===== src/rtl/alu_pkg.sv =====
// -----------------------------------------------------------------------------
// alu_pkg
// Shared definitions for the registered-opcode ALU and its issue controller:
//   - ALU opcode encodings (1100-1111 are unassigned; the ALU returns 0)
//   - issue FSM state encoding
//   - entry packing helpers for the instruction FIFO
// -----------------------------------------------------------------------------
package alu_pkg;

  localparam logic [3:0] OP_PASS_A = 4'b0000;
  localparam logic [3:0] OP_ADD    = 4'b0001;
  localparam logic [3:0] OP_ADDC   = 4'b0010;
  localparam logic [3:0] OP_SUB    = 4'b0011;
  localparam logic [3:0] OP_SUBB   = 4'b0100;
  localparam logic [3:0] OP_INC    = 4'b0101;
  localparam logic [3:0] OP_DEC    = 4'b0110;
  localparam logic [3:0] OP_PASS_B = 4'b0111;
  localparam logic [3:0] OP_OR     = 4'b1000;
  localparam logic [3:0] OP_XOR    = 4'b1001;
  localparam logic [3:0] OP_AND    = 4'b1010;
  localparam logic [3:0] OP_NOT    = 4'b1011;

  // IDLE: waiting for an instruction
  // EXEC: ALU latches the opcode presented on the load edge
  // CAPT: ALU result is valid and is captured at the end of this cycle
  // OUT : result presented downstream, held until accepted
  typedef enum logic [1:0] {
    ST_IDLE = 2'b00,
    ST_EXEC = 2'b01,
    ST_CAPT = 2'b10,
    ST_OUT  = 2'b11
  } issue_state_e;

  // Width of one buffered instruction: {use_acc, op, b, a}
  function automatic int instr_width(input int data_w, input int op_w);
    return 2 * data_w + op_w + 1;
  endfunction

endpackage


===== src/rtl/alu_instr_fifo.sv =====
// -----------------------------------------------------------------------------
// alu_instr_fifo
// Synchronous FIFO buffering issued ALU instructions. Read data is the current
// head (show-ahead), so a pop consumes the word visible on rdata_o.
// Ports:
//   clk, rst      clock, asynchronous active-low reset (pointers/count only)
//   push_i        write wdata_i (ignored when full)
//   pop_i         drop the head entry (ignored when empty)
//   wdata_i       entry to write
//   rdata_o       current head entry
//   full_o        DEPTH entries stored
//   empty_o       no entries stored
// -----------------------------------------------------------------------------
module alu_instr_fifo #(
  parameter int WIDTH = 21,
  parameter int DEPTH = 4
) (
  input  logic             clk,
  input  logic             rst,
  input  logic             push_i,
  input  logic             pop_i,
  input  logic [WIDTH-1:0] wdata_i,
  output logic [WIDTH-1:0] rdata_o,
  output logic             full_o,
  output logic             empty_o
);

  localparam int AW = $clog2(DEPTH);
  localparam logic [AW:0] DEPTH_CNT = DEPTH[AW:0];

  logic [WIDTH-1:0] mem_q [DEPTH];
  logic [AW-1:0]    wr_ptr_q;
  logic [AW-1:0]    rd_ptr_q;
  logic [AW:0]      count_q;
  logic [AW:0]      count_d;
  logic             do_push;
  logic             do_pop;

  assign full_o  = (count_q == DEPTH_CNT);
  assign empty_o = (count_q == '0);
  assign do_push = push_i && !full_o;
  assign do_pop  = pop_i && !empty_o;
  assign rdata_o = mem_q[rd_ptr_q];

  always_comb begin
    count_d = count_q;
    case ({do_push, do_pop})
      2'b10:   count_d = count_q + (AW+1)'(1);
      2'b01:   count_d = count_q - (AW+1)'(1);
      default: count_d = count_q;
    endcase
  end

  always_ff @(posedge clk or negedge rst) begin
    if (!rst) begin
      wr_ptr_q <= '0;
      rd_ptr_q <= '0;
      count_q  <= '0;
    end else begin
      if (do_push) wr_ptr_q <= wr_ptr_q + AW'(1);
      if (do_pop)  rd_ptr_q <= rd_ptr_q + AW'(1);
      count_q <= count_d;
    end
  end

  // Storage is data only; stale contents are unreachable once pointers reset.
  always_ff @(posedge clk) begin
    if (do_push) mem_q[wr_ptr_q] <= wdata_i;
  end

endmodule


===== src/rtl/alu_issue_ctrl.sv =====
// -----------------------------------------------------------------------------
// alu_issue_ctrl
// Issue stage in front of the registered-opcode ALU. Instructions are buffered
// in a FIFO, issued one at a time with operands held stable across the ALU's
// opcode register delay, and the result/carry are captured and offered
// downstream. An accumulator holding the last result can replace operand A.
// Ports:
//   clk, rst                 clock, asynchronous active-low reset
//   in_valid/in_ready        instruction handshake
//   in_a, in_b, in_op        operands and opcode
//   in_use_acc               1: operand A comes from the accumulator
//   alu_a, alu_b, alu_op     registered drive into the ALU
//   alu_q, alu_c             ALU result and carry/borrow
//   out_valid/out_ready      result handshake
//   out_q, out_c             captured result and carry/borrow
// -----------------------------------------------------------------------------
module alu_issue_ctrl
  import alu_pkg::*;
#(
  parameter int DATA_WIDTH = 8,
  parameter int OP_SIZE    = 4,
  parameter int DEPTH      = 4
) (
  input  logic                  clk,
  input  logic                  rst,
  input  logic                  in_valid,
  output logic                  in_ready,
  input  logic [DATA_WIDTH-1:0] in_a,
  input  logic [DATA_WIDTH-1:0] in_b,
  input  logic [OP_SIZE-1:0]    in_op,
  input  logic                  in_use_acc,
  output logic [DATA_WIDTH-1:0] alu_a,
  output logic [DATA_WIDTH-1:0] alu_b,
  output logic [OP_SIZE-1:0]    alu_op,
  input  logic [DATA_WIDTH-1:0] alu_q,
  input  logic                  alu_c,
  output logic                  out_valid,
  input  logic                  out_ready,
  output logic [DATA_WIDTH-1:0] out_q,
  output logic                  out_c
);

  localparam int ENTRY_W = instr_width(DATA_WIDTH, OP_SIZE);

  issue_state_e          state_q;
  logic [DATA_WIDTH-1:0] alu_a_q;
  logic [DATA_WIDTH-1:0] alu_b_q;
  logic [OP_SIZE-1:0]    alu_op_q;
  logic [DATA_WIDTH-1:0] acc_q;
  logic [DATA_WIDTH-1:0] out_q_q;
  logic                  out_c_q;
  logic                  out_valid_q;

  logic                  fifo_push;
  logic                  fifo_pop;
  logic                  fifo_full;
  logic                  fifo_empty;
  logic [ENTRY_W-1:0]    fifo_wdata;
  logic [ENTRY_W-1:0]    fifo_rdata;

  logic [DATA_WIDTH-1:0] head_a;
  logic [DATA_WIDTH-1:0] head_b;
  logic [OP_SIZE-1:0]    head_op;
  logic                  head_use_acc;
  logic                  issue_slot;

  assign in_ready   = !fifo_full;
  assign fifo_push  = in_valid && in_ready;
  assign fifo_wdata = {in_use_acc, in_op, in_b, in_a};

  assign head_a       = fifo_rdata[DATA_WIDTH-1:0];
  assign head_b       = fifo_rdata[2*DATA_WIDTH-1:DATA_WIDTH];
  assign head_op      = fifo_rdata[2*DATA_WIDTH+OP_SIZE-1:2*DATA_WIDTH];
  assign head_use_acc = fifo_rdata[ENTRY_W-1];

  // A new instruction may be issued from IDLE, or straight out of OUT on the
  // edge the current result is accepted. The FIFO has no bypass, so an entry
  // pushed this cycle is never the one popped this cycle unless already stored.
  assign issue_slot = (state_q == ST_IDLE) ||
                      ((state_q == ST_OUT) && out_ready);
  assign fifo_pop   = issue_slot && !fifo_empty;

  alu_instr_fifo #(
    .WIDTH (ENTRY_W),
    .DEPTH (DEPTH)
  ) u_fifo (
    .clk     (clk),
    .rst     (rst),
    .push_i  (fifo_push),
    .pop_i   (fifo_pop),
    .wdata_i (fifo_wdata),
    .rdata_o (fifo_rdata),
    .full_o  (fifo_full),
    .empty_o (fifo_empty)
  );

  // Issue registers load only on a pop edge, so operands stay fixed through
  // EXEC and CAPT. The accumulator is always written in CAPT, which precedes
  // any following pop, so chained use_acc instructions see the fresh result.
  always_ff @(posedge clk or negedge rst) begin
    if (!rst) begin
      state_q     <= ST_IDLE;
      alu_a_q     <= '0;
      alu_b_q     <= '0;
      alu_op_q    <= '0;
      acc_q       <= '0;
      out_q_q     <= '0;
      out_c_q     <= 1'b0;
      out_valid_q <= 1'b0;
    end else begin
      if (fifo_pop) begin
        alu_a_q  <= head_use_acc ? acc_q : head_a;
        alu_b_q  <= head_b;
        alu_op_q <= head_op;
      end

      case (state_q)
        ST_IDLE: begin
          if (fifo_pop) state_q <= ST_EXEC;
        end

        ST_EXEC: begin
          state_q <= ST_CAPT;
        end

        ST_CAPT: begin
          out_q_q     <= alu_q;
          out_c_q     <= alu_c;
          acc_q       <= alu_q;
          out_valid_q <= 1'b1;
          state_q     <= ST_OUT;
        end

        ST_OUT: begin
          if (out_ready) begin
            out_valid_q <= 1'b0;
            state_q     <= fifo_pop ? ST_EXEC : ST_IDLE;
          end
        end

        default: state_q <= ST_IDLE;
      endcase
    end
  end

  assign alu_a     = alu_a_q;
  assign alu_b     = alu_b_q;
  assign alu_op    = alu_op_q;
  assign out_q     = out_q_q;
  assign out_c     = out_c_q;
  assign out_valid = out_valid_q;

endmodule


===== config.mk =====
export PLATFORM = sky130hd
export DESIGN_NAME = alu_issue_ctrl
export DESIGN_NICKNAME = d
export VERILOG_FILES = /design/src/rtl/alu_pkg.sv /design/src/rtl/alu_instr_fifo.sv /design/src/rtl/alu_issue_ctrl.sv
export SDC_FILE = /design/constraint.sdc
export NUM_CORES = 1
export LEC_CHECK = 0
export CORE_UTILIZATION = 40
export DETAILED_ROUTE_END_ITERATION = 7
export HOLD_SLACK_MARGIN = 0.02
export SLEW_MARGIN = 5
export SYNTH_ARGS = -nofsm -noshare
export SYNTH_HDL_FRONTEND = slang
export SYNTH_SLANG_ARGS = --single-unit

===== constraint.sdc =====
create_clock -name clk -period 3.43 [get_ports clk]
set_clock_uncertainty 0.15 [all_clocks]
set_input_delay 0.5145 -clock clk [delete_from_list [all_inputs] [get_ports clk]]
set_output_delay 0.5145 -clock clk [all_outputs]
set_load 0.02 [all_outputs]

# --- Word level (Yosys, flattened, before mapping) ---
# Memories as Yosys holds them, arrays and structs flattened.
# Cells that the tools add are included.
# Widths: inputs -> output; s select.
word_totals:
  ff_bits: 39
  ram_bits: 84
  inputBits: 34
  out_inout_bits: 31
  word_cells: 47
  mem_count: 1
op_classes:
  add_sub_neg: 4
  n_eq_ne: 8
  n_mux: 10
  reduce_logical: 14
memory_table:
  columns: ["memory", "words", "width", "read_ports", "rd_ports_with_merged_regs", "wr", "line_no", "rtl"]
  rows:
  - ["u_fifo.mem_q", 4, 21, 1, 0, 1, "alu_instr_fifo.sv:31", "logic [WIDTH-1:0] mem_q [DEPTH];"]
ops:
  columns: ["operator", "count"]
  rows:
  - ["$mux 8", 1]
  - ["$pmux 2 s4", 1]
  - ["$eq 2x2->1 const B", 3]
  - ["$pmux 3 s2", 1]
  - ["$logic_and 1x1->1", 5]
  - ["$add 2x1->2 const B", 2]
  - ["$eq 2x1->1 const B", 2]
  - ["$mux 1", 4]
  - ["$mux 2", 2]
  - ["$ne 2x2->1 const B", 2]
  - ["$reduce_and 2->1", 2]
  - ["$reduce_bool 2->1", 2]
  - ["$add 3x1->3 const B", 1]
  - ["$eq 3x3->1 const B", 1]
  - ["$logic_not 3->1", 1]
  - ["$sub 3x1->3 const B", 1]
  - ["$logic_not 1->1", 2]
  - ["$logic_not 2->1", 1]
  - ["$pmux 1 s2", 1]
  - ["$logic_or 1x1->1", 1]

# --- Longest topological paths before layout ---
# Gate-level depths: netlist of the first run.
logic_depth:
  depth_word: 7
  ltp_mapped: 13
  depth_no_buf: 11

# --- Modules after synthesis ---
# From an unflattened synthesis of the first run, not the netlist that was laid out.
hier_totals:
  hier_cells: 240
  hier_area_um2: 4972.3
by_module_without_submodules:
  columns: ["module", "instances", "cells_each", "area_per_inst_um2", "seq_area_each_um2"]
  rows:
  - ["alu_instr_fifo", 1, 147, 3493.4, 2697.6]
  - ["alu_issue_ctrl", 1, 93, 1478.9, 800.8]

# --- Least setup slack after synthesis of the first run ---
# Ideal clock, no wire load.
synth_timing:
  kind: "register -> register"
  start: "reg state_q[0]"
  end: "reg u_fifo.count_q[2]"
  setup_time_ns: 0.079
  arrival_ns: 2.312
  required_ns: 3.201
  slack_ns: 0.889
  path_stages_with_launch: 14
  path_buffers: 2
  synth_period_minus_slack_ns: 2.541
  cell_sequence: "dfrtp_1 -> inv_1 -> ha_1 -> a21oi_4 -> or2_1 -> buf_6 -> inv_4 -> buf_8 -> ha_1 -> inv_1 -> fa_1 -> xor2_1 -> nor2_1 -> xor2_1"
synth_between:
  elab_chain_len: 7
  word_cells_on_any_way: 10
  classes_between: "eq/ne: 3; mux: 1; reduce/logical: 6"
synth_lines:
  columns: ["item", "line_no", "rtl"]
  rows:
  - ["start, declared", "alu_issue_ctrl.sv:45", "issue_state_e state_q;"]
  - ["start signal, assigned", "alu_issue_ctrl.sv:137", "state_q <= fifo_pop ? ST_EXEC : ST_IDLE;"]
  - ["$eq 2x2->1", "alu_issue_ctrl.sv:80", "((state_q == ST_OUT) && out_ready);"]
  - ["$logic_and 1x1->1", "alu_issue_ctrl.sv:80", null]
  - ["$logic_or 1x1->1 *", "alu_issue_ctrl.sv:79", "assign issue_slot = (state_q == ST_IDLE) ||"]
  - ["$logic_and 1x1->1 *", "alu_issue_ctrl.sv:81", "assign fifo_pop = issue_slot && !fifo_empty;"]
  - ["named net fifo_pop", "alu_issue_ctrl.sv:55", "logic fifo_pop;"]
  - ["$logic_and 1x1->1 *", "alu_instr_fifo.sv:42", "assign do_pop = pop_i && !empty_o;"]
  - ["$eq 2x1->1 / $eq 2x2->1 (equally long branches)", "alu_instr_fifo.sv:47", "case ({do_push, do_pop})"]
  - ["$pmux 3 s2 / $reduce_bool 2->1 (equally long branches)", null, null]
  - ["end signal, assigned", "alu_instr_fifo.sv:62", "count_q <= count_d;"]
  - ["end, declared", "alu_instr_fifo.sv:34", "logic [AW:0] count_q;"]
# Mark *: on every way through the listed nets, which the timed path passes. The rest lies on a longest branch.
# A chain may end at the register's enable or synchronous reset.

# --- Final worst setup path of the first run ---
layout_timing:
  start: "reg state_q[0]"
  end: "reg u_fifo.count_q[2]"
layout_between:
  elab_chain_len: 7
  word_cells_on_any_way: 10
  classes_between: "eq/ne: 3; mux: 1; reduce/logical: 6"
layout_lines:
  columns: ["item", "line_no"]
  rows:
  - ["$eq 2x2->1", "alu_issue_ctrl.sv:80"]
  - ["$logic_and 1x1->1", "alu_issue_ctrl.sv:80"]
  - ["$logic_or 1x1->1 *", "alu_issue_ctrl.sv:79"]
  - ["$logic_and 1x1->1 *", "alu_issue_ctrl.sv:81"]
  - ["$logic_and 1x1->1 *", "alu_instr_fifo.sv:42"]
  - ["$eq 2x1->1 / $eq 2x2->1 (equally long branches)", "alu_instr_fifo.sv:47"]
  - ["$pmux 3 s2 / $reduce_bool 2->1 (equally long branches)", null]
# Every way passes the cells marked *; elsewhere a longest branch is shown, timed or not.

==> flow_summary.toml, run 1 <==
[sta]
max_freq_mhz = 384
setup_viol_count_final = 0
finalHoldViolCount = 0
setup_total_negative_slack_ps = 0
timing.final.crit_share = 0.759
timing.final.max_slew_violations = 0
rsz0062_at_grt = "false"
tightestPinTransition_ps = 945
slew_headroom = 0.370
period_needed_ps = 2600
whs_ps = 102

[logic_synthesis]
synth_ff_type = "sky130_fd_sc_hd__edfxtp_1"
ys_top_cells_by_count = "sky130_fd_sc_hd__edfxtp_1, sky130_fd_sc_hd__dfrtp_1, sky130_fd_sc_hd__mux4_2"
synth.top_cells.by_area = "sky130_fd_sc_hd__edfxtp_1, sky130_fd_sc_hd__dfrtp_1, sky130_fd_sc_hd__mux4_2"
synth_async_sr_flop_share = 0.317
synth_top_cell_area_share = 0.516
netlist_area_um2 = 4890
synth_largest_area_cell = "sky130_fd_sc_hd__edfxtp_1"
postSynthRegisterBits = 123
sequential_share_of_the_synthesized_area = 0.716
synth_most_common_cell = "sky130_fd_sc_hd__edfxtp_1"
syn-num-nets = 293
synth_enable_flop_cells = 84
synth_warnings = 0
ys_types = 33
syn-instance-count = 249
synth_area_per_cell_um2 = 19.6

[global_route]
grt_antenna_before_repair = 0
grt_pass1_vias = 2633
grt_first_pass_wirelength_mm = 13.8
grt_overflow = 0
largest_net_degree_at_the_start_of_global_routing = 40
globalRouteTotalUtil = 0.154

[drt]
detail-route-antenna-nets = 0
drc = 0
drt_initial_violations = 100
avgViaCountPerCell = 4.99
vias = 2450
route.met3.wl_um = 334
m1WireLength_mm = 3.76
route.detailed.wl_per_inst_um = 17.6
routed.top_layer = "met4"
dr_wl_met2_mm = 4.42
drt_first_pass_iters = 4
route.final.wire_length_mm = 8.66

[power_and_ir_drop]
powerDensity_nw_per_um2 = 983
static-leakage-power_nw = 2.32
ir_worst_vdd_mv = 0.433
report.power.total_mw = 6.13

[cts]
clockBufferDepth = 2
clock_sinks = 123
clk_latency_ps = 410
clock_tree_from_tritoncts = "done"
htree_levels = 4
clock_transition_at_the_registers_of_the_reported_paths_ps = 60
post_cts.resized_instances = 0
tritoncts_buffers = 17
post_cts_hold_buffers = 0
postCtsSetupRepairBufs = 0
cts-root-buf = "sky130_fd_sc_hd__clkbuf_16"

[cells_and_area]
finish.instance_area_um2 = 6240
area.growth.synth_to_final_pct = 27.7
fin_nets = 375
insertedDiodeCount = 0
post_route_cells_drive_above_1_share = 0.259
layout.core_utilization = 0.522

[critical_path]
cp_cell_sequence = "inv_1 -> ha_1 -> a21oi_4 -> or2_1 -> inv_4 -> ha_1 -> inv_1 -> fa_1 -> xor2_1 -> nor2_1 -> xor2_1"
ws_path_type = "register to register"
arrival_ps = 2790
cp_data_required_time_ps = 3620
cell_with_the_largest_stage_delay_on_the_worst_path = "sky130_fd_sc_hd__or2_1"
critical_path.max_stage_delay_ps = 390
worstPathMaxFanout = 10
cp-end-kind = "register"
critPathLaunchType = "register"

[placed_design]
placed_area_um2 = 5690
routabilityCongestion = 0.685
port_buffers = 64
place_hpwl_mm = 5.34

[outcome]
outcome = "finished, final reports clean"

[floorplanning]
floorplan.initialDensity = 0.409
rows = 40
ioPinCount = 65
placeableCoreArea_um2 = 12000
fp.dieArea_um2 = 12700
floorplan.die.height_um = 113
die_width_um = 113

[job]
drv.max_cap_violation_count = 0

[min_path]
hold_path_class = "input pin to async pin"
-- cell type report --
type                            count  area [um^2]
Clock buffer                       17          425
Clock inverter                     15          126
Fill cell                         968         5720
Inverter                           10         40.0
Multi-Input combinational cell    106         1260
Sequential cell                   123         3500
Tap cell                          147          184
Timing Repair Buffer               73          703
-- sequential cells by signal, indices dropped and copies added, names as in the netlist --
name / count
alu_op: 4
out_valid: 1
alu_b: 8
alu_a: 8
out_c: 1
u_fifo.wr_ptr_q: 2
u_fifo.count_q: 3
state_q: 2
u_fifo.mem_q: 84
u_fifo.rd_ptr_q: 2
out_q: 8
-- worst max-delay path, delay by kind of cell (launching register included) --
| family | cells | cell delay [ps] |
|---|---|---|
| AOI/OAI and AO/OA | 1 | 80 |
| xor gates and xnor gates | 2 | 300 |
| adders and majority gates | 3 | 810 |
| buffers and inverters | 3 | 300 |
| DFF | 1 | 380 |
| and+or+nand+nor | 2 | 500 |
-- per-layer routing --
layer  vias up  track usage
met5         -            0
met4         0       0.0667
met3        16       0.0551
met1      1247        0.183
met2        57        0.255
li1       1130            -
-- worst paths after layout --
check | start | end | slack, ps | depth (start not counted)
min reg2reg | out_c | out_c | 360 | 1
max reg2reg | state_q[0] | u_fifo.count_q[2] | 830 | 11
min in group clk | out_c | out_c | 360 | 1
min | rst | alu_b[6] | 100 | 1
max | state_q[0] | u_fifo.count_q[2] | 830 | 11
max in group asynchronous | rst | state_q[0] | 2440 | 1
-- placed cells by master, fill, tap and decap left out, types with 10 or more instances in the layout --
master,netlist,routed
sky130_fd_sc_hd__clkbuf_16,0,17
sky130_fd_sc_hd__clkdlybuf4s50_1,0,63
sky130_fd_sc_hd__dfrtp_1,39,39
sky130_fd_sc_hd__edfxtp_1,84,84
sky130_fd_sc_hd__mux2_2,13,13
sky130_fd_sc_hd__mux2_4,10,10
sky130_fd_sc_hd__mux4_2,21,21
-- metrics by stage --
step,std cells,setup slack [ps]
2_1_floorplan,249,889
3_3_place_gp,459,547
3_5_place_dp,459,483
4_1_cts,491,811
5_1_grt,491,653
6_report,491,827
-- cell families (layout without fill, tap and decap cells) --
family	Yosys count	after routing	synth area share
compound gates	22	22	0.0266
xor+xnor	6	6	0.0108
fa+ha+maj	10	10	0.0271
buf+inv	20	115	0.0259
flops	123	123	0.716
mux	52	52	0.174
simple gates	16	16	0.0200
-- power by group --
group          total [mW]  internal, mW  switching, mW
sequential           2.32          2.06          0.252
clock                1.63         0.990          0.645
combinational        2.18          1.15           1.03
total                6.13          4.20           1.93
Power figures use the tool's default switching activity.
==> run 2, diff against run 1 <==
==> constraint.sdc (replaced) <==
create_clock -name clk -period 2.5 [get_ports clk]
set_clock_uncertainty 0.15 [all_clocks]
set_input_delay 0.375 -clock clk [delete_from_list [all_inputs] [get_ports clk]]
set_output_delay 0.375 -clock clk [all_outputs]
set_load 0.02 [all_outputs]
==> flow_summary.toml, run 2 (synthesized netlist as in run 1, its figures left out) <==
[outcome]
outcome = "finished, final reports clean"

[cts]
postCtsSetupRepairBufs = 0
clock_tree_from_tritoncts = "done"
clk_latency_ps = 410
htree_levels = 4
tritoncts_buffers = 17
clockBufferDepth = 2
clock_sinks = 123
clock_transition_at_the_registers_of_the_reported_paths_ps = 60
cts-root-buf = "sky130_fd_sc_hd__clkbuf_16"

[drt]
drc = 0
avgViaCountPerCell = 4.97
drt_initial_violations = 86
route.detailed.wl_per_inst_um = 17.0
detail-route-antenna-nets = 0
drt_first_pass_iters = 4
route.final.wire_length_mm = 8.47
vias = 2471

[sta]
max_freq_mhz = 427
period_needed_ps = 2340
timing.final.crit_share = 0.937
fin_ws_ps = 158
finalHoldViolCount = 0
setup_viol_count_final = 0
rsz0062_at_grt = "false"
timing.final.max_slew_violations = 0
slew_headroom = 0.643
tightestPinTransition_ps = 536

[power_and_ir_drop]
ir_worst_vdd_mv = 0.462
report.power.total_mw = 8.62
powerDensity_nw_per_um2 = 1360
static-leakage-power_nw = 2.37

[critical_path]
critPathLaunchType = "register"
cp_data_required_time_ps = 1980
worstPathMaxFanout = 6
ws_path_type = "register to output port"
arrival_ps = 1820
cp-end-kind = "output port"

[placed_design]
port_buffers = 64
routabilityCongestion = 0.725
preCtsSetupSlack_ps = -43.6
place_hpwl_mm = 5.33

[cells_and_area]
fin_nets = 381
max_flop_register = "u_fifo.mem_q"
post_route_cells_drive_above_1_share = 0.274
area.growth.synth_to_final_pct = 29.9
largest_register_ffs = 84
final_cell_mix = "sky130_fd_sc_hd__edfxtp_1, sky130_fd_sc_hd__clkdlybuf4s50_1, sky130_fd_sc_hd__dfrtp_1"
insertedDiodeCount = 0
final_common_cell = "sky130_fd_sc_hd__edfxtp_1"

[global_route]
largest_net_degree_at_the_start_of_global_routing = 40
grt_pass1_vias = 2559
grt_first_pass_wirelength_mm = 13.7
grt_overflow = 0
globalRouteTotalUtil = 0.150
grt_antenna_before_repair = 0

[floorplanning]
floorplan.initialDensity = 0.409
rows = 40
floorplan.die.height_um = 113
ioPinCount = 65
placeableCoreArea_um2 = 12000
fp.dieArea_um2 = 12700
die_width_um = 113

[min_path]
hold_path_class = "register to register"

[job]
drv.max_cap_violation_count = 0
run 2: cell count changes in the layout (fill, tap and decap cells not counted), sizes merged:
cell         before  now
bufinv            1    2
dlygate4sd3       0    1
buf              10   15
clkbuf           17   19
clkinvlp          5    4
clkinv            7    5
run 2: path summary, 6_finish.rpt:
| path | startpoint | end | slack (ps) | cells after the start |
|---|---|---|---|---|
| setup / recovery | u_fifo.count_q[1] | in_ready | 160 | 2 |
| hold / removal | out_c | out_c | 350 | 1 |
| setup reg to reg | u_fifo.count_q[1] | u_fifo.count_q[2] | 190 | 9 |
| hold reg to reg | out_c | out_c | 350 | 1 |
| max in group asynchronous | rst | alu_b[6] | 1410 | 3 |
| min in group asynchronous | rst | out_q[7] | 420 | 3 |
run 2: layout make-up:
type | count | area [um^2]
clock buffers | 19 | 443
clock inverters | 13 | 144
fillers | 958 | 5610
inverters | 10 | 40.0
multi-input cells | 106 | 1280
flip-flops and latches | 123 | 3500
well taps | 147 | 184
repair buffers | 79 | 763
run 2: where the power goes:
part	total, mW	switching, mW	internal [mW]	leakage [nW]
clock network	2.37	0.874	1.50	0.276
registers	3.16	0.326	2.83	1.23
logic	3.09	1.44	1.65	0.867
run 2: stage by stage:
stage	instances	utilization	hold slack, ps	TNS [ps]	cell area, um^2
final	497	0.531	352	0	6350
after global routing	497	0.531	378	0	6350
after CTS	497	0.531	357	0	6350
after detailed placement	464	0.481	337	-43.6	5750
after global placement	464	0.481	338	0	5750
after floorplan	249	-	-70.6	0	4900
run 2: worst max-delay path, cell delays in order (launching register included):
cell and delay, ps:
sky130_fd_sc_hd__dfrtp_1 410, sky130_fd_sc_hd__or3b_4 450, sky130_fd_sc_hd__clkdlybuf4s50_1 550
run 2: what timing repair did:
action                     in CTS  in global routing
setup endpoints to repair       0                  1
gates resized for setup         0                  1
hold endpoints to repair       39                  0
hold buffers                    1                  0
run 2: layer usage:
metal	part of all wire	vias to the layer above	GRT usage
met4	0.012	0	0.0720
met3	0.042	5	0.0470
met5	0	-	0
met1	0.44	1267	0.188
li1	-	1136	-
met2	0.50	63	0.239
